===== config.mk =====
export PLATFORM = sky130hd
export DESIGN_NAME = dnn_layer_sequencer
export DESIGN_NICKNAME = d
export VERILOG_FILES = /design/src/rtl/dnn_layer_sequencer.sv
export SDC_FILE = /design/constraint.sdc
export NUM_CORES = 1
export LEC_CHECK = 0
export ABC_AREA = 0
export CORE_UTILIZATION = 47
export DETAILED_ROUTE_END_ITERATION = 10
export GPL_ROUTABILITY_DRIVEN = 0
export PLACE_DENSITY = 0.67
export SLEW_MARGIN = 10
export SYNTH_ARGS = -nofsm -noshare
export SYNTH_HDL_FRONTEND = slang
export SYNTH_SLANG_ARGS = --single-unit

===== constraint.sdc =====
create_clock -name aclk -period 2.7 [get_ports aclk]
set_input_delay 0.54 -clock aclk [delete_from_list [all_inputs] [get_ports aclk]]
set_output_delay 0.54 -clock aclk [all_outputs]
set_load 0.02 [all_outputs]

===== src/rtl/dnn_layer_sequencer.sv =====
// Per-layer handshake sequencer between the DMA and the DNN engine: gates the weights/pixels
// AXIS valid/ready per iteration, counts engine output packets and flags framing errors.
module dnn_layer_sequencer #(
    parameter int ITR_BITS  = 16,
    parameter int BEAT_BITS = 20
) (
    input  logic                 aclk,
    input  logic                 aresetn,

    input  logic                 desc_valid,
    output logic                 desc_ready,
    input  logic [ITR_BITS-1:0]  desc_itrs,
    input  logic [BEAT_BITS-1:0] desc_w_beats,
    input  logic [BEAT_BITS-1:0] desc_x_beats,

    input  logic                 s_w_valid,
    input  logic                 s_w_last,
    output logic                 s_w_ready,
    output logic                 m_w_valid,
    output logic                 m_w_last,
    input  logic                 m_w_ready,

    input  logic                 s_x_valid,
    input  logic                 s_x_last,
    output logic                 s_x_ready,
    output logic                 m_x_valid,
    output logic                 m_x_last,
    input  logic                 m_x_ready,

    input  logic                 o_valid,
    input  logic                 o_ready,
    input  logic                 o_last,

    output logic                 busy,
    output logic                 done,
    output logic [2:0]           err
);

    typedef enum logic [1:0] {IDLE, RUN, DRAIN, DONE} state_t;

    state_t               state, state_nxt;
    logic [ITR_BITS-1:0]  itrs_q, itr, out_cnt, out_cnt_nxt;
    logic [BEAT_BITS-1:0] w_beats_q, x_beats_q, w_cnt, x_cnt;

    logic accept, w_en, x_en, w_hs, x_hs, o_hs, out_sat, itr_end;
    logic w_final, x_final;

    // Gating is purely combinational so the data path sees no added latency.
    assign w_en      = (state == RUN) && (w_cnt != w_beats_q);
    assign x_en      = (state == RUN) && (x_cnt != x_beats_q);
    assign m_w_valid = s_w_valid & w_en;
    assign s_w_ready = m_w_ready & w_en;
    assign m_w_last  = s_w_last;
    assign m_x_valid = s_x_valid & x_en;
    assign s_x_ready = m_x_ready & x_en;
    assign m_x_last  = s_x_last;

    assign w_hs    = m_w_valid & m_w_ready;
    assign x_hs    = m_x_valid & m_x_ready;
    assign w_final = (w_cnt == w_beats_q - BEAT_BITS'(1));
    assign x_final = (x_cnt == x_beats_q - BEAT_BITS'(1));

    // Both streams complete on the registered counts; this cycle is the iteration bubble.
    assign itr_end = (state == RUN) && (w_cnt == w_beats_q) && (x_cnt == x_beats_q);

    assign o_hs        = o_valid & o_ready & o_last & ((state == RUN) || (state == DRAIN));
    assign out_sat     = (out_cnt == itrs_q);
    assign out_cnt_nxt = (o_hs && !out_sat) ? out_cnt + ITR_BITS'(1) : out_cnt;

    assign desc_ready = (state == IDLE);
    assign accept     = desc_valid & desc_ready;
    assign busy       = (state != IDLE);
    assign done       = (state == DONE);

    always_comb begin
        state_nxt = state;
        case (state)
            IDLE:    if (accept) state_nxt = (desc_itrs == '0) ? DRAIN : RUN;
            RUN:     if (itr_end && (itr + ITR_BITS'(1) == itrs_q)) state_nxt = DRAIN;
            DRAIN:   if (out_cnt_nxt == itrs_q) state_nxt = DONE;
            DONE:    state_nxt = IDLE;
            default: state_nxt = IDLE;
        endcase
    end

    always_ff @(posedge aclk or negedge aresetn) begin
        if (!aresetn) state <= IDLE;
        else          state <= state_nxt;
    end

    always_ff @(posedge aclk or negedge aresetn) begin
        if (!aresetn) begin
            itrs_q    <= '0;
            w_beats_q <= '0;
            x_beats_q <= '0;
            itr       <= '0;
            w_cnt     <= '0;
            x_cnt     <= '0;
            out_cnt   <= '0;
            err       <= '0;
        end else if (accept) begin
            itrs_q    <= desc_itrs;
            w_beats_q <= desc_w_beats;
            x_beats_q <= desc_x_beats;
            itr       <= '0;
            w_cnt     <= '0;
            x_cnt     <= '0;
            out_cnt   <= '0;
            err       <= '0;
        end else begin
            if (itr_end) begin
                w_cnt <= '0;
                x_cnt <= '0;
                itr   <= itr + ITR_BITS'(1);
            end else begin
                if (w_hs) w_cnt <= w_cnt + BEAT_BITS'(1);
                if (x_hs) x_cnt <= x_cnt + BEAT_BITS'(1);
            end
            out_cnt <= out_cnt_nxt;
            // Framing errors only flag; beats are still forwarded.
            if (w_hs && (s_w_last != w_final)) err[0] <= 1'b1;
            if (x_hs && (s_x_last != x_final)) err[1] <= 1'b1;
            if (o_hs && out_sat)               err[2] <= 1'b1;
        end
    end

endmodule

==> flow_metrics.env, run 1 <==
export IMPL_status="complete, but fails checks"
export IMPL_failed_checks="setup timing"
export IMPL_syn_to_final_growth_pct=38.40
export IMPL_use_met3=0.04599
export IMPL_hold_path_class="input pin to asynchronous set/reset pin"
export IMPL_seq_area_frac_synth=0.3856
export IMPL_detail_route_vias_per_cell=5.370
export IMPL_cts_tree="built"
export IMPL_met2_usage=0.4291
export IMPL_drive_above_1_share=0.2518
export IMPL_synth_area_leaders="dfrtp_1, xnor2_1, nand2_1"
export IMPL_dpl_cell_area_um2=10860
export IMPL_rsz0062_at_grt="yes"
export IMPL_synth_flop_cell="dfrtp_1"
export IMPL_setup_violations=3
export IMPL_grt_use_met1=0.3566
export IMPL_clk_path_buf_depth=2
export IMPL_cp_start_kind="flip-flop"
export IMPL_finalCriticalPeriod_ns=2.875
export IMPL_grt_pass1_vias=7684
export IMPL_initial_core_util=0.4805
export IMPL_seqPwrFrac=0.275
export IMPL_clockPowerShare=0.209
export IMPL_fin_crit_sh=1.065
export IMPL_p_per_area_nw_per_um2=901.0
export IMPL_grt_max_degree=58
export IMPL_clock_fmax_ghz=0.3479
export IMPL_antenna_cells=0
export IMPL_die_y_um=137.5
export IMPL_syn_area_um2=8632
export IMPL_cts_sinks=133
export IMPL_cp_max_fo=3
export IMPL_sw_frac_of_total=0.3925
export IMPL_synth_warnings=0
export IMPL_nFillCells=1438
export IMPL_coreArea_um2=17960
export IMPL_critical_path_class="flip-flop to flip-flop"
export IMPL_worstMarginPinSlew_ns=0.5833
export IMPL_grt_usage=0.2648
export IMPL_multi_input_area_um2=5455
export IMPL_clkTransAtPathRegs_ns=0.06
export IMPL_synth_commonest_cells="nand2_1, dfrtp_1, nor2_1, xnor2_1, xor2_1"
export IMPL_yosysUniqueCellTypes=79
export IMPL_dieArea_um2=18910
export IMPL_wl_per_cell_um=16.07
export IMPL_yosysTopAreaCell="dfrtp_1"
export IMPL_fin_skew_ns=0.007517
export IMPL_ir_drop_v=0.0006846
export IMPL_final_cell_count_no_fill=1488
export IMPL_p_int_uw=6539
export IMPL_num_vias=7990
export IMPL_antenna_found_initial=0
export IMPL_worst_setup_path_end_kind="flip-flop"
export IMPL_async_reset_ff_frac=1.000
export IMPL_overflow=0
export IMPL_grt_pass1_wl_mm=38.38
export IMPL_max_cap_violations=0
export IMPL_io_buffers=79
export IMPL_drt_initial_drc_count=498
export IMPL_placed_cells=1447
export IMPL_synth_edf_count=0
export IMPL_critPathRequiredTime_ns=3.03
export IMPL_place_ws_ns=-0.3246
export IMPL_syn_inst=1016
export IMPL_nets=1324
export IMPL_cts_made_buffers=17
export IMPL_fin_ws_ns=-0.1746
export IMPL_drc=0
export IMPL_yosysMostFrequentCell="nand2_1"
export IMPL_maxSlewHeadroom=0.6111
export IMPL_ys_seq_elements=133
export IMPL_rows=49
export IMPL_wirelength_mm=23.92
export IMPL_pwr_share_comb=0.516
export IMPL_design_area_um2=11950
export IMPL_die_w_um=137.5
export IMPL_final_seq_area_um2=3331
export IMPL_finalHoldViolations=0
export IMPL_synth_nets=1094
export IMPL_syn_avg_cell_area_um2=8.496
export IMPL_insertion_delay_ns=0.42
export IMPL_cts_hold_buffers=0
export IMPL_h_tree_depth=4
export IMPL_timing_hold_ws_ns=0.05893
export IMPL_grt_busiest_layer="met2"
export IMPL_final_core_util=0.6650
export IMPL_finalMaxSlewViolations=0
export IMPL_pin_count=80
export IMPL_leakage_uw=0.005362
export IMPL_synth_top_area_share=0.3856
export IMPL_dp_hpwl_mm=17.29
export IMPL_ant_nets=0
export IMPL_switchingPower_uw=4225
export IMPL_worstPathArrival_ns=3.21
export IMPL_cts_root_buf="clkbuf_16"
export IMPL_dr_pass1_iters=5
-- power by group through the flow --
stage / combinational [uW] / clock [uW] / sequential [uW]
final: 5550 / 2250 / 2960
after global routing: 6050 / 2380 / 3020
after CTS: 5240 / 2290 / 2930
after detailed placement: 5070 / 0 / 2920
after global placement: 4980 / 0 / 2920
after floorplan: 2910 / 0 / 2910
-- logic make-up after synthesis --
| kind of cell | count (synthesis) | share of synthesized area |
|---|---|---|
| flip-flops | 133 | 0.3856 |
| XOR/XNOR | 177 | 0.1796 |
| adder cells (fa/ha/maj) | 10 | 0.01449 |
| AO/OA/AOI/OAI | 82 | 0.07147 |
| buffers and inverters | 76 | 0.03870 |
| AND/OR/NAND/NOR | 524 | 0.2935 |
| multiplexers | 14 | 0.01667 |
-- per-stage QoR --
stage | TNS (ns) | power, uW
global route | -0.9512 | 11450
CTS | -0.4963 | 10460
global placement | -0.6418 | 7897
detailed placement | -0.8748 | 7988
finish | -0.4688 | 10760
floorplan | -0.06875 | 5816
-- worst paths after layout --
check                           startpoint           end  slack [ns]  cells past startpoint
worst min register to register      err[1]        err[1]        0.49                      2
min in group aclk                   err[1]        err[1]        0.49                      2
worst min-delay path               aresetn  w_beats_q[8]        0.06                      1
worst max-delay path              state[0]      state[1]       -0.17                     11
worst max register to register    state[0]      state[1]       -0.17                     11
max in group asynchronous          aresetn  x_beats_q[1]        1.89                      2
-- layout by cell type (no fill, tap or decap), types with 17 or more instances in the layout --
cell / count
buf_4: 183
xnor2_1: 99
inv_1: 18
clkdlybuf4s50_1: 74
nand4_1: 22
nor2_1: 113
clkbuf_16: 17
nand2_1: 201
nand3_1: 41
nor3_1: 18
dfrtp_1: 131
o21ai_0: 18
xor2_1: 64
-- sequential cells by signal, summed over array words and instances (netlist names) --
register and count:
w_beats_q 20, w_cnt 20, x_beats_q 20, itr 16, err 3, state 2
itrs_q 16, x_cnt 20, out_cnt 16
-- area by class of cell --
cell class,instances,area share
multi-input cells,807,0.4566
clock buffers,24,0.04200
well taps,229,0.02398
flip-flops and latches,133,0.2788
clock inverters,8,0.006075
inverters,21,0.006598
repair buffers,266,0.1859
-- worst max-delay path: stages (launching register included) --
cell      delay, ns
dfrtp_1        0.34
inv_1          0.08
ha_4           0.29
nand4_1        0.17
nor4_4         0.40
inv_2          0.10
a211o_1        0.28
xnor2_1        0.17
nor4_4         0.25
nand4_1        0.17
a211oi_2       0.32
mux2i_1        0.23
-- per-layer routing --
metal	vias to the layer above	wire, um
li1	3901	-
met1	3840	10940
met2	210	11420
met3	39	964
met4	0	597
met5	-	0
-- what timing repair did --
item / 4_1_cts / 5_1_grt
setup endpoints to repair: 11 / 26
gates resized for setup: 35 / 65
pin swaps: 8 / 19
buffers inserted: 3 / 7
Power figures use the tool's default switching activity.
==> run 2: changes to the inputs <==
- CTS_CLUSTER_SIZE: unset -> 24
==> results of run 2 <==
The final DEF is identical to that of run 1; final timing and power are the same.
